<file path="config.mk">
export PLATFORM = sky130hd
export DESIGN_NAME = lsu_mem_sequencer
export DESIGN_NICKNAME = d
export VERILOG_FILES = /design/src/rtl/lsu_pkg.sv /design/src/rtl/load_align.sv /design/src/rtl/lsu_mem_sequencer.sv
export SDC_FILE = /design/constraint.sdc
export NUM_CORES = 1
export LEC_CHECK = 0
export ABC_CLOCK_PERIOD_IN_PS = 2700
export CELL_PAD_IN_SITES_DETAIL_PLACEMENT = 1
export CELL_PAD_IN_SITES_GLOBAL_PLACEMENT = 1
export CORE_ASPECT_RATIO = 2
export CORE_MARGIN = 2
export CORE_UTILIZATION = 34
export DETAILED_ROUTE_END_ITERATION = 8
export PLACE_DENSITY = 0.85
export SETUP_SLACK_MARGIN = 0.05
export SLEW_MARGIN = 15
export SYNTH_ARGS = -nofsm -noshare
export SYNTH_HDL_FRONTEND = slang
export SYNTH_HIERARCHICAL = 1
export SYNTH_SLANG_ARGS = --single-unit
</file>
<file path="constraint.sdc">
create_clock -name CLK -period 2.7 [get_ports CLK]
set_input_delay 0.405 -clock CLK [delete_from_list [all_inputs] [get_ports CLK]]
set_output_delay 0.405 -clock CLK [all_outputs]
set_load 0.005 [all_outputs]
</file>
<file path="src/rtl/lsu_pkg.sv">
// Shared types and constants for the load/store unit memory sequencer.
package lsu_pkg;

  localparam logic [1:0] LS_BYTE = 2'b00;
  localparam logic [1:0] LS_HALF = 2'b01;
  localparam logic [1:0] LS_WORD = 2'b10;

  localparam int unsigned TIMEOUT_DEFAULT = 255;

  typedef enum logic [1:0] {
    IDLE,
    REQ,
    DONE,
    ERR
  } lsu_state_e;

  // Reserved size (2'b11) is aligned like a word.
  function automatic logic is_misaligned(input logic [1:0] size, input logic [1:0] off);
    logic mis;
    case (size)
      LS_BYTE: mis = 1'b0;
      LS_HALF: mis = off[0];
      default: mis = |off;
    endcase
    return mis;
  endfunction

endpackage

</file>
<file path="src/rtl/load_align.sv">
// Combinational load lane selection with sign or zero extension.
module load_align
  import lsu_pkg::*;
(
  input  logic [31:0] m_rdata,
  input  logic [1:0]  off,
  input  logic [1:0]  size,
  input  logic        ld_unsigned,
  output logic [31:0] ld_data
);

  logic [31:0] byte_lane;
  logic [31:0] half_lane;

  always_comb begin
    byte_lane = m_rdata >> {off, 3'b000};
    half_lane = m_rdata >> {off[1], 4'b0000};
    case (size)
      LS_BYTE: ld_data = {{24{~ld_unsigned & byte_lane[7]}}, byte_lane[7:0]};
      LS_HALF: ld_data = {{16{~ld_unsigned & half_lane[15]}}, half_lane[15:0]};
      default: ld_data = m_rdata;
    endcase
  end

endmodule

</file>
<file path="src/rtl/lsu_mem_sequencer.sv">
// Sequences core loads/stores onto a req/ack data-memory port, stalling the core
// while an access is outstanding and flagging misalignment and bus timeouts.
module lsu_mem_sequencer
  import lsu_pkg::*;
#(
  parameter int unsigned TIMEOUT_CYCLES = TIMEOUT_DEFAULT,
  parameter int unsigned ADDR_W         = 32
) (
  input  logic              CLK,
  input  logic              rst,
  input  logic              ld_en,
  input  logic              st_en,
  input  logic [1:0]        Load_size,
  input  logic              ld_unsigned,
  input  logic [ADDR_W-1:0] addr,
  input  logic [31:0]       wdata,
  output logic              stall,
  output logic [31:0]       rdata,
  output logic              misalign,
  output logic              bus_err,
  output logic              m_req,
  output logic              m_we,
  output logic [ADDR_W-1:0] m_addr,
  output logic [3:0]        m_be,
  output logic [31:0]       m_wdata,
  input  logic              m_ack,
  input  logic [31:0]       m_rdata
);

  localparam logic [7:0] TIMEOUT_LIM = 8'(TIMEOUT_CYCLES);

  lsu_state_e state_q, state_d;

  logic [7:0]        cnt_q, cnt_d;
  logic              m_req_q, m_req_d;
  logic              m_we_q, m_we_d;
  logic [ADDR_W-1:0] m_addr_q, m_addr_d;
  logic [3:0]        m_be_q, m_be_d;
  logic [31:0]       m_wdata_q, m_wdata_d;
  logic [31:0]       rdata_q, rdata_d;
  logic              bus_err_q, bus_err_d;
  logic [1:0]        off_q, off_d;
  logic [1:0]        size_q, size_d;
  logic              uns_q, uns_d;

  logic        op;
  logic        mis;
  logic        start;
  logic [7:0]  cnt_inc;
  logic [3:0]  be_new;
  logic [31:0] wdata_new;
  logic [31:0] ld_data;

  assign op      = ld_en | st_en;
  assign mis     = is_misaligned(Load_size, addr[1:0]);
  assign start   = (state_q == IDLE) & op & ~mis;
  assign cnt_inc = cnt_q + 8'd1;

  // Offset/size/signedness are captured at launch so the aligner does not
  // depend on the core holding its inputs through the access.
  load_align u_load_align (
    .m_rdata     (m_rdata),
    .off         (off_q),
    .size        (size_q),
    .ld_unsigned (uns_q),
    .ld_data     (ld_data)
  );

  always_ff @(posedge CLK or negedge rst) begin
    if (!rst) begin
      state_q   <= IDLE;
      cnt_q     <= '0;
      m_req_q   <= 1'b0;
      m_we_q    <= 1'b0;
      m_addr_q  <= '0;
      m_be_q    <= '0;
      m_wdata_q <= '0;
      rdata_q   <= '0;
      bus_err_q <= 1'b0;
      off_q     <= '0;
      size_q    <= '0;
      uns_q     <= 1'b0;
    end else begin
      state_q   <= state_d;
      cnt_q     <= cnt_d;
      m_req_q   <= m_req_d;
      m_we_q    <= m_we_d;
      m_addr_q  <= m_addr_d;
      m_be_q    <= m_be_d;
      m_wdata_q <= m_wdata_d;
      rdata_q   <= rdata_d;
      bus_err_q <= bus_err_d;
      off_q     <= off_d;
      size_q    <= size_d;
      uns_q     <= uns_d;
    end
  end

  // Ack takes priority over a timeout landing in the same cycle.
  always_comb begin
    state_d = state_q;
    case (state_q)
      IDLE: if (start) state_d = REQ;
      REQ: begin
        if (m_ack)                       state_d = DONE;
        else if (cnt_inc == TIMEOUT_LIM) state_d = ERR;
      end
      DONE:    state_d = IDLE;
      ERR:     state_d = IDLE;
      default: state_d = IDLE;
    endcase
  end

  always_comb begin
    case (Load_size)
      LS_BYTE: begin
        be_new    = 4'b0001 << addr[1:0];
        wdata_new = {4{wdata[7:0]}};
      end
      LS_HALF: begin
        be_new    = 4'b0011 << {addr[1], 1'b0};
        wdata_new = {2{wdata[15:0]}};
      end
      default: begin
        be_new    = 4'b1111;
        wdata_new = wdata;
      end
    endcase
  end

  always_comb begin
    m_addr_d  = m_addr_q;
    m_be_d    = m_be_q;
    m_we_d    = m_we_q;
    m_wdata_d = m_wdata_q;
    off_d     = off_q;
    size_d    = size_q;
    uns_d     = uns_q;
    rdata_d   = rdata_q;
    m_req_d   = (state_d == REQ);
    bus_err_d = (state_d == ERR);
    cnt_d     = ((state_q == REQ) && (state_d == REQ)) ? cnt_inc : '0;
    if (start) begin
      m_addr_d  = {addr[ADDR_W-1:2], 2'b00};
      m_be_d    = be_new;
      m_we_d    = st_en;
      m_wdata_d = wdata_new;
      off_d     = addr[1:0];
      size_d    = Load_size;
      uns_d     = ld_unsigned;
    end
    if ((state_q == REQ) && m_ack && !m_we_q) rdata_d = ld_data;
    if (state_d == ERR) rdata_d = '0;
  end

  always_comb begin
    stall    = rst & (start | (state_q == REQ));
    misalign = rst & (state_q == IDLE) & op & mis;
  end

  assign m_req   = m_req_q;
  assign m_we    = m_we_q;
  assign m_addr  = m_addr_q;
  assign m_be    = m_be_q;
  assign m_wdata = m_wdata_q;
  assign rdata   = rdata_q;
  assign bus_err = bus_err_q;

endmodule

</file>
Word level (Yosys, flattened, before mapping). Cells that the tools add are included.

Bits in registers: 116. Latch bits: 0. Bits in writable memories: 0. Memory bits (read-only): 0. Input port bits: 104. Word-level logic and storage cells: 58. Memories kept: 0.

Add/subtract/negate cells: 1. $mul: 0. Div/mod/pow operators: 0. Order comparisons: 0. Equal/unequal tests: 8. Shifts and indexed selects: 4. Mux-type cells: 11. Bitwise operators: 12. Reduce and logical (&&, ||, !) cells: 10.

Operators with widths (number): case mux 32 bit (2 select lines) (2); 2-to-1 mux 32 bit (2); >> shifter 32 x 5 -> 16 bit (1); >> shifter 32 x 5 -> 8 bit (1); adder 8 x 1 -> 8 bit (second input constant) (1); AND 1 bit (8); == test 2 x 1 -> 1 bit (second input constant) (4); == test 8 bit (second input constant) (1); 2-to-1 mux 8 bit (1); case mux 4 bit (2 select lines) (1); == test 2 bit (second input constant) (3); zero test 2 bit (3); 2-to-1 mux 2 bit (3); case mux 2 bit (3 select lines) (1); OR reduction 2 bit (2); << shifter 1 x 2 -> 4 bit (first input constant) (1); << shifter 2 x 2 -> 4 bit (first input constant) (1); logical AND 1 bit (3); inverter 1 bit (2); bitwise OR 1 bit (2); case mux 1 bit (2 select lines) (1); nonzero test 2 bit (1); zero test 1 bit (1).

Depth between registers and ports, before layout.
Word-level depth: 9. Depth in mapped cells: 7. Gate-level depth less buffers: 6.

Cells and area by module. The synthesis kept the hierarchy.

Modules (own cells, without submodules): lsu_mem_sequencer (instances 1, cells each 434, area each 4952.2 um2, sequential area each 2902.8 um2); load_align (instances 1, cells each 93, area each 709.4 um2, sequential area each 0.0 um2).

Worst setup path after synthesis. No wires, ideal clock.

Path kind: in2out. Start: input addr[1]. End: output stall. Arrival: 1564 ps. Required time: 2295 ps. Setup slack: 731 ps. Cell stages on the path: 5. Buffers on the path: 2. Cell sequence: or2_1 > a2111oi_4 > buf_4 > buf_4 > o21a_1.

Word-level cells in the longest chain between the ends: 6.

RTL lines: start: declaration (line lsu_mem_sequencer.sv:15) `input logic [ADDR_W-1:0] addr,`; OR reduction 2 bit (line lsu_pkg.sv:23) `default: mis = |off;`; case mux 1 bit (2 select lines) (line lsu_pkg.sv:20) `case (size)`; inverter 1 bit (line lsu_mem_sequencer.sv:56) `assign start = (state_q == IDLE) & op & ~mis;`; AND 1 bit (line lsu_mem_sequencer.sv:56); bitwise OR 1 bit (line lsu_mem_sequencer.sv:157) `stall = rst & (start | (state_q == REQ));`; AND 1 bit (line lsu_mem_sequencer.sv:157); end: declaration (line lsu_mem_sequencer.sv:17) `output logic stall,`.

Every way passes these cells.

Worst setup path after layout.
Start: input addr[0]. End: output stall.

Word-level cells in the longest chain between the ends: 6.

RTL lines (line): OR reduction 2 bit (lsu_pkg.sv:23); case mux 1 bit (2 select lines) (*) (lsu_pkg.sv:20); inverter 1 bit (*) (lsu_mem_sequencer.sv:56); AND 1 bit (*) (lsu_mem_sequencer.sv:56); bitwise OR 1 bit (*) (lsu_mem_sequencer.sv:157); AND 1 bit (*) (lsu_mem_sequencer.sv:157).

Mark *: on every way between the ends. The rest lies on a longest branch, timed or not.

==> results <==
[registers in the layout, summed over array words and instances, names as in the netlist, 2 cells and up]
name / flops
off_q: 2
rdata: 32
cnt_q: 8
m_wdata: 32
m_be: 4
state_q: 2
m_addr: 30
size_q: 2
[placed cells by master (no fill, tap or decap), types with 6 or more instances in the layout]
master / n
a21oi_1: 50
o21ai_0: 20
dfrtp_1: 116
clkdlybuf4s50_1: 205
buf_4: 19
a22o_1: 8
nor2_1: 29
clkbuf_16: 17
o221a_2: 8
mux2i_1: 33
mux2_1: 16
o21ai_2: 10
a221o_1: 8
mux2_2: 36
nand2_1: 101
bufinv_16: 6
[synthesized netlist by cell type (3+ instances only)]
cell type	number	area, um^2
buf_6	5	56.3
buf_4	11	82.6
clkbuf_1	14	52.6
mux2i_1	33	330
xor2_1	4	35.0
mux2_2	36	405
dfrtp_1	116	2900
a21oi_1	50	250
nor2_1	29	109
nand3_1	3	15.0
o21ai_2	10	87.6
nand4_1	3	18.8
mux2_1	16	180
o21ai_0	20	100
a22o_1	8	70.1
a221o_1	8	80.1
nand2_1	101	379
buf_2	5	25.0
o221a_2	8	90.1
nor2b_1	3	18.8
[metrics by stage]
step / std cells / hold slack, ps / instance area [um^2] / utilization / total power, W
floorplan: 528 / 109 / 5670 / - / 0.00450
global placement: 921 / 469 / 7920 / 0.487 / 0.00643
detailed placement: 921 / 475 / 7920 / 0.487 / 0.00664
CTS: 953 / 136 / 8600 / 0.529 / 0.00934
global route: 953 / 181 / 8600 / 0.529 / 0.00972
finish: 953 / 130 / 8600 / 0.529 / 0.00923
[layout make-up]
cell class                      count  area, um^2  share of cell area
Multi-Input combinational cell    374        2540               0.295
Inverter                            2        7.51            0.000873
Timing Repair Buffer              225        2210               0.257
Clock inverter                     13         229              0.0266
Tap cell                          204         255              0.0297
Sequential cell                   116        2900               0.337
Clock buffer                       19         453              0.0527
[metal layers]
layer,part of all wire,vias to the layer above,track usage
li1,-,2272,-
met1,0.32,2484,0.217
met2,0.58,192,0.425
met3,0.053,62,0.0614
met4,0.052,0,0.137
met5,0,-,0
[worst max-delay path, stage by stage]
cell	delay, ps
clkdlybuf4s50_1	450
or2_1	280
a2111oi_4	330
o21a_1	160
clkdlybuf4s50_1	500
[power breakdown]
part           internal [W]  total, W  leakage (nW)  switching (W)
Combinational       0.00215   0.00367          1.86        0.00152
Clock               0.00178   0.00261         0.321       0.000833
Sequential          0.00246   0.00295          1.40       0.000490
[worst paths after layout]
kind	slack (ps)	to
worst max-delay path	170	stall
worst min-delay path	130	m_wdata[5]
worst max register to register	550	rdata[28]
worst min register to register	500	m_addr[23]
max in group asynchronous	1910	m_addr[17]
min in group CLK	500	m_addr[23]
[repair_timing]
| item | CTS | global route |
|---|---|---|
| hold buffers | 0 | 0 |
| endpoints found under the hold margin | 0 | 0 |
| endpoints found under the setup margin | 0 | 1 |
[kinds of logic (layout without fill, tap and decap cells)]
| family | after synthesis | after routing | share of synthesized area |
|---|---|---|---|
| buffers and inverters | 38 | 259 | 0.0404 |
| and+or+nand+nor | 163 | 163 | 0.127 |
| adders and majority gates | 2 | 2 | 0.00442 |
| muxes | 87 | 87 | 0.168 |
| other | 1 | 2 | 0.000662 |
| AOI/OAI and AO/OA | 114 | 114 | 0.137 |
| xor gates and xnor gates | 6 | 6 | 0.00928 |
| DFF | 116 | 116 | 0.513 |
==> run_results.csv <==
group,metric,value,unit
synth,yosys_warnings,6,
clock_network,htree_levels,4,
timing,clock.fmax,395,MHz
synth,async_flop_share,1.00,
finish,antenna_cells,0,
timing,timing.final.crit_share,0.938,
worst_hold_path,hold_class,"in -> async",
placed_design,post-place-ws,52.5,ps
clock_network,post_cts_resized,0,
drt,num_vias,5010,
finish,nFillCells,1759,
setup_path,critPathCaptureType,"primary output",
placed_design,hpwl,14400,um
die,rows,66,
placed_design,io_buffers,206,
drt,finalWirelength,19400,um
synth,netlist_area,5660,um^2
grt,antenna_found_initial,0,
die,dieWidth,95.2,um
drt,drtIter0Drc,129,
run,maxCapViolCount,0,
drt,first_pass_iters,4,
synth,seq_area_frac_synth,0.513,
clock_network,numClockSinks,116,
setup_path,reg2reg_depth,6,
synth,synth_enable_flop_cells,0,
drt,wl_per_cell,20.4,um
pwr,ir_worst_vdd,0.682,mV
synth,yosysUniqueCellTypes,55,
grt,grt_use_total,0.231,
clock_network,cts_root_buf,"clkbuf_16",
grt,grt_max_degree,67,
setup_path,worst_ep_required_time,2300,ps
synth,synthCells,527,
grt,grt.overflow.total,0,
finish,fin_nets,842,
timing,fin_ws,169,ps
clock_network,clock_latency,420,ps
die,dieHeight,186,um
timing,rsz0062_at_grt,"false",
setup_path,r2r_start,"cnt_q[0]",
setup_path,crit_start,"addr[0]",
clock_network,cts_buffer_depth,2,
finish,area_delta_synth_final,51.9,%
clock_network,clk_pin_slew_worst_paths,60,ps
die,ioPinCount,209,
grt,grt_pass1_wl,31000,um
setup_path,worstPathMaxFanout,3,
die,die_area,17800,um^2
timing,setup_viol,0,
timing,max_slew.worst_pin.slew,1030,ps
setup_path,crit_type,"in -> out",
pwr,p_leak,3.58,nW
synth,synth.avg_cell_area,10.7,um^2
synth,synth_ff_type,"dfrtp_1",
die,start_util,0.348,
timing,period_needed,2530,ps
drt,via_per_inst,5.26,
clock_network,cts_tree,"yes",
pwr,power-per-cell-area,1070,nW/um^2
run_status,outcome,"completed",
timing,worst_slew_margin_rel,0.308,
drt,drc,0,
placed_design,routabilityCongestion,0.827,
clock_network,postCtsSetupBuffers,0,
finish,drive_gt1_frac,0.155,
timing,drv_slew,0,
clock_network,cts-buffers-inserted,17,
drt,ant_nets,0,
setup_path,cp.arrival,2130,ps
setup_path,start_kind,"input port",
die,core,16300,um^2
timing,fin_skew,9.74,ps
grt,grt_pass1_vias,5771,
timing,hold_viol,0,
synth,yosys_register_bits,116,
timing,setup_tns,0,ps
(Power assumes the default switching activity.)
